[src/rtl/spec_tran_sched.sv]
// -----------------------------------------------------------------------------
// spec_tran_sched
//   AW-channel scheduler placed in front of the downstream slave. It sequences
//   the special transactions that process_mem tracks:
//     * regular AWs pass through, limited by the outstanding-write count and
//       by the process_mem full flag;
//     * a BLOCK AW waits for every outstanding write to complete, issues, and
//       then holds the channel until block_fin;
//     * a DIVERT AW issues normally and then holds the channel until
//       spec_release.
//   Optional build macro: SPEC_TIMEOUT_EN adds a TIMEOUT_CYC watchdog on the
//   DRAIN / BLK_WAIT / DIV_WAIT states. On expiry it flags err and returns to
//   PASS.
//
// Ports
//   clk, rst_n                    clock, asynchronous active-low reset
//   s_awvalid/s_awready/s_awid/s_awuser   upstream AW channel
//   m_awvalid/m_awready/m_awid/m_awuser   downstream AW channel
//   bvalid, bready                B channel, monitored only
//   mem_full                      process_mem full flag
//   block_fin / block_ack         block completion and its one-cycle ack
//   spec_release / release_ready  special release and its one-cycle ack
//   outstanding                   issued writes that have no B response yet
//   state                         PASS=0, DRAIN=1, BLK_WAIT=2, DIV_WAIT=3
//   err                           sticky error flag
// -----------------------------------------------------------------------------
module spec_tran_sched #(
   parameter int MAX_OUTSTANDING = 8,
   parameter int CNT_W           = $clog2(MAX_OUTSTANDING + 1),
   parameter int TIMEOUT_CYC     = 255,
   parameter int PID_WIDTH       = 4,
   parameter int PAWUSER_WIDTH   = 2,
   parameter logic [PAWUSER_WIDTH-1:0] BLOCK  = PAWUSER_WIDTH'(1),
   parameter logic [PAWUSER_WIDTH-1:0] DIVERT = PAWUSER_WIDTH'(2)
) (
   input  logic                     clk,
   input  logic                     rst_n,
   input  logic                     s_awvalid,
   output logic                     s_awready,
   input  logic [PID_WIDTH-1:0]     s_awid,
   input  logic [PAWUSER_WIDTH-1:0] s_awuser,
   output logic                     m_awvalid,
   input  logic                     m_awready,
   output logic [PID_WIDTH-1:0]     m_awid,
   output logic [PAWUSER_WIDTH-1:0] m_awuser,
   input  logic                     bvalid,
   input  logic                     bready,
   input  logic                     mem_full,
   input  logic                     block_fin,
   output logic                     block_ack,
   input  logic                     spec_release,
   output logic                     release_ready,
   output logic [CNT_W-1:0]         outstanding,
   output logic [1:0]               state,
   output logic                     err
);

   typedef enum logic [1:0] {
      ST_PASS     = 2'd0,
      ST_DRAIN    = 2'd1,
      ST_BLK_WAIT = 2'd2,
      ST_DIV_WAIT = 2'd3
   } state_t;

   localparam logic [CNT_W-1:0] CNT_MAX  = CNT_W'(MAX_OUTSTANDING);
   localparam logic [CNT_W-1:0] CNT_ZERO = {CNT_W{1'b0}};
   localparam logic [CNT_W-1:0] CNT_ONE  = CNT_W'(1);

   state_t                   state_q, state_d, ns_s;
   logic                     hold_valid_q, hold_valid_d;
   logic [PID_WIDTH-1:0]     hold_id_q, hold_id_d;
   logic [PAWUSER_WIDTH-1:0] hold_user_q, hold_user_d;
   logic                     m_awvalid_q, m_awvalid_d;
   logic                     s_awready_q, s_awready_d;
   logic [CNT_W-1:0]         cnt_q, cnt_d;
   logic                     block_ack_q, block_ack_d;
   logic                     release_ready_q, release_ready_d;
   logic                     err_q, err_d;

   logic hs_up_s, hs_dn_s, dec_s, issue_ok_s, hold_is_blk_s;
   logic fin_evt_s, rel_evt_s, cnt_err_s, wd_expire_s, blk_bypass_s;

   assign hs_up_s       = s_awvalid & s_awready_q;
   assign hs_dn_s       = m_awvalid_q & m_awready;
   assign dec_s         = bvalid & bready;
   assign hold_is_blk_s = hold_valid_q & (hold_user_q == BLOCK);
   // A level input held high right after its ack is the same event, not a new one.
   assign fin_evt_s     = block_fin & ~block_ack_q;
   assign rel_evt_s     = spec_release & ~release_ready_q & (state_q == ST_DIV_WAIT);

   // Issue permission for the hold-buffer entry. In PASS a BLOCK entry must go
   // through DRAIN first unless the watchdog already gave up on draining.
   always_comb begin
      issue_ok_s = 1'b0;
      case (state_q)
         ST_PASS:  issue_ok_s = (cnt_q < CNT_MAX) & ~mem_full &
                                (~hold_is_blk_s | blk_bypass_s);
         ST_DRAIN: issue_ok_s = (cnt_q == CNT_ZERO) & ~mem_full;
         default:  issue_ok_s = 1'b0;
      endcase
   end

   // Hold buffer and registered downstream valid.
   always_comb begin
      hold_valid_d = hold_valid_q;
      hold_id_d    = hold_id_q;
      hold_user_d  = hold_user_q;
      m_awvalid_d  = m_awvalid_q;
      if (hs_dn_s) begin
         hold_valid_d = 1'b0;
         m_awvalid_d  = 1'b0;
      end else if (m_awvalid_q) begin
         m_awvalid_d  = 1'b1;
      end else begin
         m_awvalid_d  = hold_valid_q & issue_ok_s;
      end
      if (hs_up_s) begin
         hold_valid_d = 1'b1;
         hold_id_d    = s_awid;
         hold_user_d  = s_awuser;
      end else begin
         hold_id_d    = hold_id_q;
         hold_user_d  = hold_user_q;
      end
   end

   // Outstanding-write counter; saturates at both ends and flags misuse.
   always_comb begin
      cnt_d     = cnt_q;
      cnt_err_s = 1'b0;
      case ({hs_dn_s, dec_s})
         2'b10: begin
            if (cnt_q < CNT_MAX) cnt_d = cnt_q + CNT_ONE;
            else                 cnt_err_s = 1'b1;
         end
         2'b01: begin
            if (cnt_q == CNT_ZERO) cnt_err_s = 1'b1;
            else                   cnt_d = cnt_q - CNT_ONE;
         end
         default: cnt_d = cnt_q;
      endcase
   end

   // FSM next state before any watchdog override.
   always_comb begin
      ns_s = state_q;
      case (state_q)
         ST_PASS: begin
            if (hold_is_blk_s & ~m_awvalid_q & ~blk_bypass_s) ns_s = ST_DRAIN;
            else if (hs_dn_s & (hold_user_q == DIVERT))        ns_s = ST_DIV_WAIT;
            else                                                ns_s = ST_PASS;
         end
         ST_DRAIN: begin
            if (hs_dn_s) ns_s = ST_BLK_WAIT;
            else         ns_s = ST_DRAIN;
         end
         ST_BLK_WAIT: begin
            if (fin_evt_s) ns_s = ST_PASS;
            else           ns_s = ST_BLK_WAIT;
         end
         ST_DIV_WAIT: begin
            if (rel_evt_s) ns_s = ST_PASS;
            else           ns_s = ST_DIV_WAIT;
         end
         default: ns_s = ST_PASS;
      endcase
   end

`ifdef SPEC_TIMEOUT_EN
   localparam int              WD_W    = $clog2(TIMEOUT_CYC + 1);
   localparam logic [WD_W-1:0] WD_LAST = WD_W'(TIMEOUT_CYC - 1);
   logic [WD_W-1:0] wd_q, wd_d;
   logic            blk_bypass_q, blk_bypass_d;

   assign wd_expire_s  = (state_q != ST_PASS) & (ns_s == state_q) & (wd_q == WD_LAST);
   assign blk_bypass_s = blk_bypass_q;

   // Watchdog restarts on every state change; a BLOCK abandoned in DRAIN
   // is allowed to issue under PASS rules until it hands off downstream.
   always_comb begin
      wd_d         = wd_q + WD_W'(1);
      blk_bypass_d = blk_bypass_q;
      if ((state_d != state_q) || (state_q == ST_PASS)) wd_d = {WD_W{1'b0}};
      else                                               wd_d = wd_q + WD_W'(1);
      if (hs_dn_s)                                   blk_bypass_d = 1'b0;
      else if (wd_expire_s && state_q == ST_DRAIN)   blk_bypass_d = 1'b1;
      else                                           blk_bypass_d = blk_bypass_q;
   end

   // Watchdog registers.
   always_ff @(posedge clk or negedge rst_n) begin
      if (!rst_n) begin
         wd_q         <= {WD_W{1'b0}};
         blk_bypass_q <= 1'b0;
      end else begin
         wd_q         <= wd_d;
         blk_bypass_q <= blk_bypass_d;
      end
   end
`else
   // The watchdog limit has no consumer when the watchdog is not built in.
   logic [31:0] timeout_cyc_unused;
   assign timeout_cyc_unused = TIMEOUT_CYC;
   assign wd_expire_s        = 1'b0;
   assign blk_bypass_s       = 1'b0;
`endif

   // Final state, acks, error and upstream ready, all computed for registering.
   always_comb begin
      state_d = ns_s;
      if (wd_expire_s) state_d = ST_PASS;
      else             state_d = ns_s;
      block_ack_d     = fin_evt_s;
      release_ready_d = rel_evt_s;
      err_d           = err_q | cnt_err_s | wd_expire_s |
                        (fin_evt_s & (state_q != ST_BLK_WAIT));
      s_awready_d     = ~hold_valid_d & (state_d == ST_PASS);
   end

   // State and output registers.
   always_ff @(posedge clk or negedge rst_n) begin
      if (!rst_n) begin
         state_q         <= ST_PASS;
         hold_valid_q    <= 1'b0;
         hold_id_q       <= {PID_WIDTH{1'b0}};
         hold_user_q     <= {PAWUSER_WIDTH{1'b0}};
         m_awvalid_q     <= 1'b0;
         s_awready_q     <= 1'b0;
         cnt_q           <= CNT_ZERO;
         block_ack_q     <= 1'b0;
         release_ready_q <= 1'b0;
         err_q           <= 1'b0;
      end else begin
         state_q         <= state_d;
         hold_valid_q    <= hold_valid_d;
         hold_id_q       <= hold_id_d;
         hold_user_q     <= hold_user_d;
         m_awvalid_q     <= m_awvalid_d;
         s_awready_q     <= s_awready_d;
         cnt_q           <= cnt_d;
         block_ack_q     <= block_ack_d;
         release_ready_q <= release_ready_d;
         err_q           <= err_d;
      end
   end

   assign s_awready     = s_awready_q;
   assign m_awvalid     = m_awvalid_q;
   assign m_awid        = hold_id_q;
   assign m_awuser      = hold_user_q;
   assign block_ack     = block_ack_q;
   assign release_ready = release_ready_q;
   assign outstanding   = cnt_q;
   assign state         = state_q;
   assign err           = err_q;

endmodule

[config.mk]
export PLATFORM = sky130hd
export DESIGN_NAME = spec_tran_sched
export DESIGN_NICKNAME = d
export VERILOG_FILES = /design/src/rtl/spec_tran_sched.sv
export SDC_FILE = /design/constraint.sdc
export NUM_CORES = 1
export LEC_CHECK = 0
export ABC_CLOCK_PERIOD_IN_PS = 4500
export CORE_UTILIZATION = 45
export DETAILED_ROUTE_END_ITERATION = 10
export GPL_TIMING_DRIVEN = 0
export PLACE_DENSITY = 0.82
export SLEW_MARGIN = 5
export SYNTH_ARGS = -nofsm -noshare
export SYNTH_HDL_FRONTEND = slang
export SYNTH_SLANG_ARGS = --single-unit
[constraint.sdc]
create_clock -name clk -period 4.5 [get_ports clk]
set_input_delay 0.9 -clock clk [delete_from_list [all_inputs] [get_ports clk]]
set_output_delay 0.9 -clock clk [all_outputs]
set_load 0.05 [all_outputs]
==> Word-level counts from Yosys, hierarchy flattened <==
Index checks and enable logic that the tools add are counted.
{ "classes": {"add_sub_neg": 2, "bitwise": 23, "shift": 0, "magnitude_cmp": 1, "n_eq_ne": 10, "div_mod_pow": 0, "reduce_logical": 5, "n_mux": 17, "mul": 0} }
{ "ops": {"columns": ["op", "n"], "rows": [
  ["1-bit bitwise AND", 15],
  ["2-bit two-way mux", 5],
  ["2-bit equality test, second input constant", 4],
  ["4-bit two-way mux", 2],
  ["2-bit case mux with 4 select lines", 1],
  ["4-bit case mux with 2 select lines", 1],
  ["2-bit by 1-bit equality test with 1-bit output, second input constant", 3],
  ["1-bit two-way mux", 6],
  ["2-bit inequality test, second input constant", 3],
  ["1-bit inverter", 6],
  ["4-bit by 1-bit adder with 4-bit output, second input constant", 1],
  ["2-bit logical NOT", 2],
  ["4-bit logical NOT", 1],
  ["4-bit less-than comparator, second input constant", 1],
  ["1-bit case mux with 2 select lines", 2],
  ["4-bit by 1-bit subtractor with 4-bit output, second input constant", 1],
  ["3-bit AND reduction", 1],
  ["1-bit bitwise OR", 2],
  ["2-bit nonzero test", 1]
]} }
{ "totals": {"latch_bits": 0, "mem_bits_ro": 0, "word_cells": 68, "mem_count": 0, "output_inout_bits": 17, "ram_bits": 0, "inputBits": 15, "regBits": 18} }

==> Longest topological paths before layout <==
Gate-level depths: netlist of the first run.
{ "logic_depth": {"depth_word": 8, "mapped_depth": 7, "depth_no_buf": 7} }

==> Worst setup path after synthesis of the first run <==
Ideal clock, no wire load.
{ "synth_path": {"path_type": "input to register", "from": "in bvalid", "to": "reg cnt_q[2] (netlist: outstanding[2])", "cell_stages": 6, "path_slack_ns": 2.369, "required_ns": 4.418, "path_buffers": 0, "t_arrival_ns": 2.049, "setup_ns": 0.082, "path_cell_list": "nand2_1 a21oi_1 xor2_1 ha_1 or3_1 a22oi_2"} }
{ "synth_via": {"elab_chain_cells": 4, "word_cells_on_any_way": 8, "classes_between": "4 x eq/ne; 1 x mux; 1 x bitwise; 2 x reduce/logical"} }
{ "synth_lines": {"columns": ["item", "line", "rtl"], "rows": [
  ["start, declared", "46", "input logic bvalid,"],
  ["1-bit bitwise AND *", "85", "assign dec_s = bvalid & bready;"],
  ["2-bit by 1-bit equality test with 1-bit output or 2-bit equality test (tied branches)", "131", "case ({hs_dn_s, dec_s})"],
  ["2-bit inequality test (no source line) or 2-bit nonzero test (tied branches)", null, null],
  ["3-bit AND reduction (no source line)", null, null],
  ["end signal, assigned", "240", "cnt_q <= cnt_d;"],
  ["end, declared", "75", "logic [CNT_W-1:0] cnt_q, cnt_d;"]
]} }
Every way passes the cells marked *; elsewhere a longest branch is shown, timed or not.
A chain may end at the register's enable or synchronous reset.

==> Worst setup path in the final report of the first run <==
{ "layout_path": {"from": "reg m_awvalid_q (netlist: m_awvalid)", "to": "out m_awvalid"} }
{ "layout_rtl": {"columns": ["item", "line", "rtl"], "rows": [
  ["start, declared", "73", "logic m_awvalid_q, m_awvalid_d;"],
  ["start signal, assigned", "238", "m_awvalid_q <= m_awvalid_d;"],
  ["end, declared", "42", "output logic m_awvalid,"]
]} }
No word-level cell between the ends.

==> metrics.yaml, run 1 <==
status: "completed"
drc: 0
cts_setup_buffers: 0
endpoint_kind: "primary output"
yosysMostFrequentCell: "dfrtp_1"
path_delay_family: "buffers and inverters"
yosys_warnings: 0
cp_cell_sequence: "clkdlybuf4s50_1"
port_buffers: 31
cts_tree: "done"
powerDensity_nw_per_um2: 784
synthArstFlopShare_pct: 100
utilization_pct: 69.8
synth_fp_nets: 93
overflow: 0
rsz0062_at_grt: "no"
die_area_um2: 2050
cts_resized: 0
start_kind: "flop"
coreArea_um2: 1750
ctsHoldBuffers: 0
ant_nets: 0
wl_per_cell_um: 12.8
synthTopCellsByArea: "dfrtp_1 54%, mux2_2 9.4%, a21oi_1 4.8%"
vias_per_cell: 5.16
max_freq_ghz: 0.392
clk_pin_slew_ns: 0.10
ys.flop_type: "dfrtp_1"
area.growth.synth_to_final_pct: 44.9
fin_crit_sh_pct: 56.7
grt_max_degree: 19
netlist_area_um2: 841
numCtsBuffers: 3
dpl_cell_area_um2: 1180
htree_num_levels: 1
p_leak_nw: 0.497
first_pass_iters: 4
whs_ns: 0.473
wirelength_mm: 1.76
fin_crit_ns: 2.55
hpwl_mm: 1.30
hold_viol_final: 0
slew_viol_final: 0
fin_cells: 137
clock-sinks: 18
cp_data_required_time_ns: 3.60
relSlewSlack_pct: 47.9
setup_viol: 0
ir_drop_v: 0.000398
netlist.area_leader.share_pct: 53.6
max-clock-path-buffers: 2
synth_cells: 77
dp_cells: 133
ys_seq_area_share_pct: 53.6
antennaDiodeCount: 0
clk-insertion-delay-late_ns: 0.30
place_congestion: 0.776
yosys-top-cells-count: "18 x dfrtp_1, 8 x a21oi_1, 7 x mux2_2, 7 x nand2_1"
synth_top_area_cell: "dfrtp_1"
finClkSkew_ns: 0.00445
crit_fanout: 8
critical_path_buf_inv_count: 1
synth_edf_count: 0
worstMarginPinSlew_ns: 0.779
finalNetCount: 129
fp.dieH_um: 45.2
maxCapViolCount: 0
postLayoutCellArea_um2: 1220
syn-mean-instance-area_um2: 10.9
max_stage_delay_ns: 0.85
tns_ns: 0
root_buffer: "clkbuf_4"
ys_ff_latch: 18
fillCellCount: 145
boundaryPins: 32
crit_arrival_ns: 1.65
antenna_found_initial: 0
vias: 707
critPathKind: "flop to primary output"
die_w_um: 45.2
grt_pass1_vias: 640
layout-drive-gt1-share_pct: 15.2
std_cell_rows: 15
initial_core_util_pct: 48.2
drtIter0Drc: 8
synth_cell_types: 29
slowest_stage: "clkdlybuf4s50_1"
grt_util_all_layers_pct: 19.5
hold_path.class: "flop to flop"
grt_pass1_wl_mm: 2.81
==> logic make-up after synthesis <==
kind of cell             share of synthesized area (%)
flip-flops                                        53.6
adder cells (fa/ha/maj)                           1.49
buffers and inverters                             1.93
XOR/XNOR                                          2.08
multiplexers                                      9.38
AO/OA/AOI/OAI                                     14.4
AND/OR/NAND/NOR                                   17.1
==> where the power goes <==
part           leakage, nW  internal (W)  switching [W]
Sequential           0.218      0.000228      0.0000731
Clock               0.0210     0.0000493      0.0000509
Combinational        0.258      0.000212       0.000343
Total                0.497      0.000489       0.000467
==> layout make-up <==
class	count	area [um^2]	area share [%]
Tap cell	25	31.3	2.57
Sequential cell	18	450	37.0
Clock buffer	4	36.3	2.98
Inverter	3	11.3	0.924
Buffer	1	5.00	0.411
Multi-Input combinational cell	55	374	30.7
Timing Repair Buffer	31	310	25.5
==> per-stage QoR <==
step                      total power, W  setup WS [ns]
after floorplan                 0.000677           2.37
after global placement          0.000843           1.74
after detailed placement        0.000857           1.71
after CTS                       0.000959           1.94
after global routing             0.00101           1.88
final                           0.000955           1.95
==> layer usage <==
layer	part of all wire (%)	wire length [um]	global-route usage [%]	vias to the layer above
met1	45	792	24.8	340
met3	4.7	82	5.20	2
li1	-	-	-	347
met2	49	865	31.6	18
met5	0	0	0	-
met4	1.0	18	7.27	0
==> flip-flops by register name, summed over array words and instances (netlist names) <==
| signal | cells |
|---|---|
| state | 2 |
| err | 1 |
| hold_valid_q | 1 |
| s_awready | 1 |
| m_awvalid | 1 |
| outstanding | 4 |
| m_awuser | 2 |
| block_ack | 1 |
| release_ready | 1 |
| m_awid | 4 |
==> cells in the final DEF, fill, tap and decap left out, drive strengths merged, types with 2 or more instances in the layout <==
master | netlist | routed
a21oi | 9 | 9
a22oi | 2 | 2
a31oi | 4 | 4
clkbuf | 1 | 5
clkdlybuf4s50 | 0 | 31
dfrtp | 18 | 18
inv | 3 | 3
mux2 | 7 | 7
nand2 | 8 | 8
nand2b | 2 | 2
nor2 | 4 | 4
nor2b | 2 | 2
nor3 | 2 | 2
nor3b | 2 | 2
nor4 | 2 | 2
or3 | 2 | 2
==> final timing paths <==
kind,from,endpoint,slack (ns),depth (start not counted)
max reg2reg,m_awvalid$_DFF_PN0_,outstanding[2]$_DFFE_PN0P_,2.68,5
max,m_awvalid$_DFF_PN0_,m_awvalid,1.95,1
min,block_ack$_DFF_PN0_,block_ack$_DFF_PN0_,0.47,1
min in group asynchronous,rst_n,err$_DFF_PN0_,1.05,1
min reg2reg,block_ack$_DFF_PN0_,block_ack$_DFF_PN0_,0.47,1
max in group asynchronous,rst_n,m_awid[1]$_DFFE_PN0P_,2.97,1
==> worst register-to-register path, cell delays in order (launching register included) <==
cell and delay (ns):
dfrtp_1 0.48, a21oi_1 0.37, xor2_1 0.14, ha_1 0.25, or3_1 0.39, a22oi_2 0.12
(Power assumes the default switching activity.)
==> run 2: changes to the inputs <==
Settings changed: ABC_CLOCK_PERIOD_IN_PS 4500 to 2600, CORE_UTILIZATION 45 to 42, PLACE_DENSITY 0.82 to 0.77.
Clock period 4.5 ns to 2.6 ns, I/O delays scaled along.
==> run 2 against run 1 <==
Sequential share of layout area up 0.42 points. Flip-flop and latch count unchanged. Power up 69%. Largest cell class unchanged.
==> metrics.yaml, run 2 (synthesis gave the netlist of run 1 again) <==
numCtsBuffers: 3
powerDensity_nw_per_um2: 1340
fin_crit_ns: 2.15
rrSetupSlack_ns: 0.78
mostFrequentLayoutCell: "clkdlybuf4s50_1"
wl_per_cell_um: 12.9
hpwl_mm: 1.32
grt_pass1_vias: 641
max_stage_delay_ns: 0.86
htree_num_levels: 1
hold_viol_final: 0
start_kind: "flop"
finalNetCount: 129
timing.rr.end: "outstanding[2]$_DFFE_PN0P_"
max_freq_ghz: 0.464
vias: 699
rsz0062_at_grt: "no"
clk_pin_slew_ns: 0.10
clock-sinks: 18
worstMarginPinSlew_ns: 0.786
critPathKind: "flop to primary output"
fin_crit_sh_pct: 82.8
max-clock-path-buffers: 2
endpoint_kind: "primary output"
ant_nets: 0
slowest_stage: "clkdlybuf4s50_1"
wirelength_mm: 1.75
vias_per_cell: 5.14
place_congestion: 0.770
crit_arrival_ns: 1.63
final_cell_mix: "31 x clkdlybuf4s50_1, 18 x dfrtp_1, 8 x a21oi_1"
path_delay_family: "buffers and inverters"
antenna_found_initial: 0
worstSetupEndpoint: "outstanding[1]"
clk-insertion-delay-late_ns: 0.28
die_w_um: 46.7
first_pass_iters: 2
cp_cell_sequence: "clkdlybuf4s50_1"
postLayoutCellArea_um2: 1200
cts_setup_buffers: 0
crit_fanout: 7
p_switching_w: 0.000796
status: "completed"
drtIter0Drc: 5
finClkSkew_ns: 0.00479
ctsHoldBuffers: 0
die_area_um2: 2180
boundaryPins: 32
rr_worst_depth: 5
relSlewSlack_pct: 47.5
std_cell_rows: 15
seqPwrFrac_pct: 32.6
p_leak_nw: 0.489
slew_viol_final: 0
tns_ns: 0
root_buffer: "clkbuf_4"
cp.depth: 1
worstSetupStartpoint: "outstanding[1]$_DFFE_PN0P_"
r2r-start: "m_awvalid$_DFF_PN0_"
port_buffers: 31
grt_util_all_layers_pct: 17.2
comb_power_share_pct: 59.3
layout-drive-gt1-share_pct: 14.4
grt_pass1_wl_mm: 2.66
area.growth.synth_to_final_pct: 43.3
power_frac_clock_pct: 8.1
antennaDiodeCount: 0
dpl_cell_area_um2: 1180
fp.dieH_um: 46.7
drc: 0
overflow: 0
cts_resized: 0
critical_path_buf_inv_count: 1
initial_core_util_pct: 46.7
internal-power_w: 0.000814
switching_share_pct: 49.4
cp_data_required_time_ns: 2.08
grt_max_degree: 19
ir_drop_v: 0.000830
hold_path.class: "flop to flop"
cts_tree: "done"
setup_viol: 0
coreArea_um2: 1800
maxCapViolCount: 0
[run 2: changes by cell type in the layout (fill, tap and decap cells not counted), sizes merged]
cell / before / now
clkbuf: 5 / 4
[run 2: per-stage QoR]
step | total power [W] | util [%] | cells | hold slack (ns) | setup WS, ns
2_1_floorplan | 0.00117 | - | 77 | 0.224 | 0.665
3_3_place_gp | 0.00146 | 65.6 | 133 | 0.448 | 0.222
3_5_place_dp | 0.00149 | 65.6 | 133 | 0.459 | 0.189
4_1_cts | 0.00163 | 66.9 | 136 | 0.475 | 0.428
5_1_grt | 0.00171 | 66.9 | 136 | 0.498 | 0.394
6_report | 0.00161 | 66.9 | 136 | 0.469 | 0.446
[run 2: power by group through the flow]
stage | Combinational [W] | Clock [W] | Sequential, W
6_report | 0.000956 | 0.000130 | 0.000525
3_3_place_gp | 0.000943 | 0 | 0.000520
4_1_cts | 0.000961 | 0.000143 | 0.000525
2_1_floorplan | 0.000297 | 0 | 0.000875
5_1_grt | 0.00102 | 0.000147 | 0.000543
3_5_place_dp | 0.000958 | 0 | 0.000530
[run 2: layer usage]
metal	vias up	GRT usage, %	share of wire, %
met3	2	2.31	4.1
met4	0	6.86	0.63
met2	18	29.2	49
met1	332	22.2	46
met5	-	0	0
li1	347	-	-
[run 2: worst min path at each step]
stage	to	cells past startpoint	from	slack (ns)
2_1_floorplan	block_ack$_DFF_PN0_	0	rst_n	0.22
5_1_grt	block_ack$_DFF_PN0_	1	block_ack$_DFF_PN0_	0.50
4_1_cts	block_ack$_DFF_PN0_	1	block_ack$_DFF_PN0_	0.47
3_5_place_dp	block_ack$_DFF_PN0_	1	block_ack$_DFF_PN0_	0.46
6_report	block_ack$_DFF_PN0_	1	block_ack$_DFF_PN0_	0.47
3_3_place_gp	err$_DFF_PN0_	2	err$_DFF_PN0_	0.45
[run 2: cell type report]
type | instances | area (um^2)
well taps | 25 | 31.3
clock buffers | 3 | 22.5
flip-flops and latches | 18 | 450
inverters | 3 | 11.3
repair buffers | 31 | 310
fillers | 151 | 597
multi-input cells | 55 | 374
plain buffers | 1 | 5.00
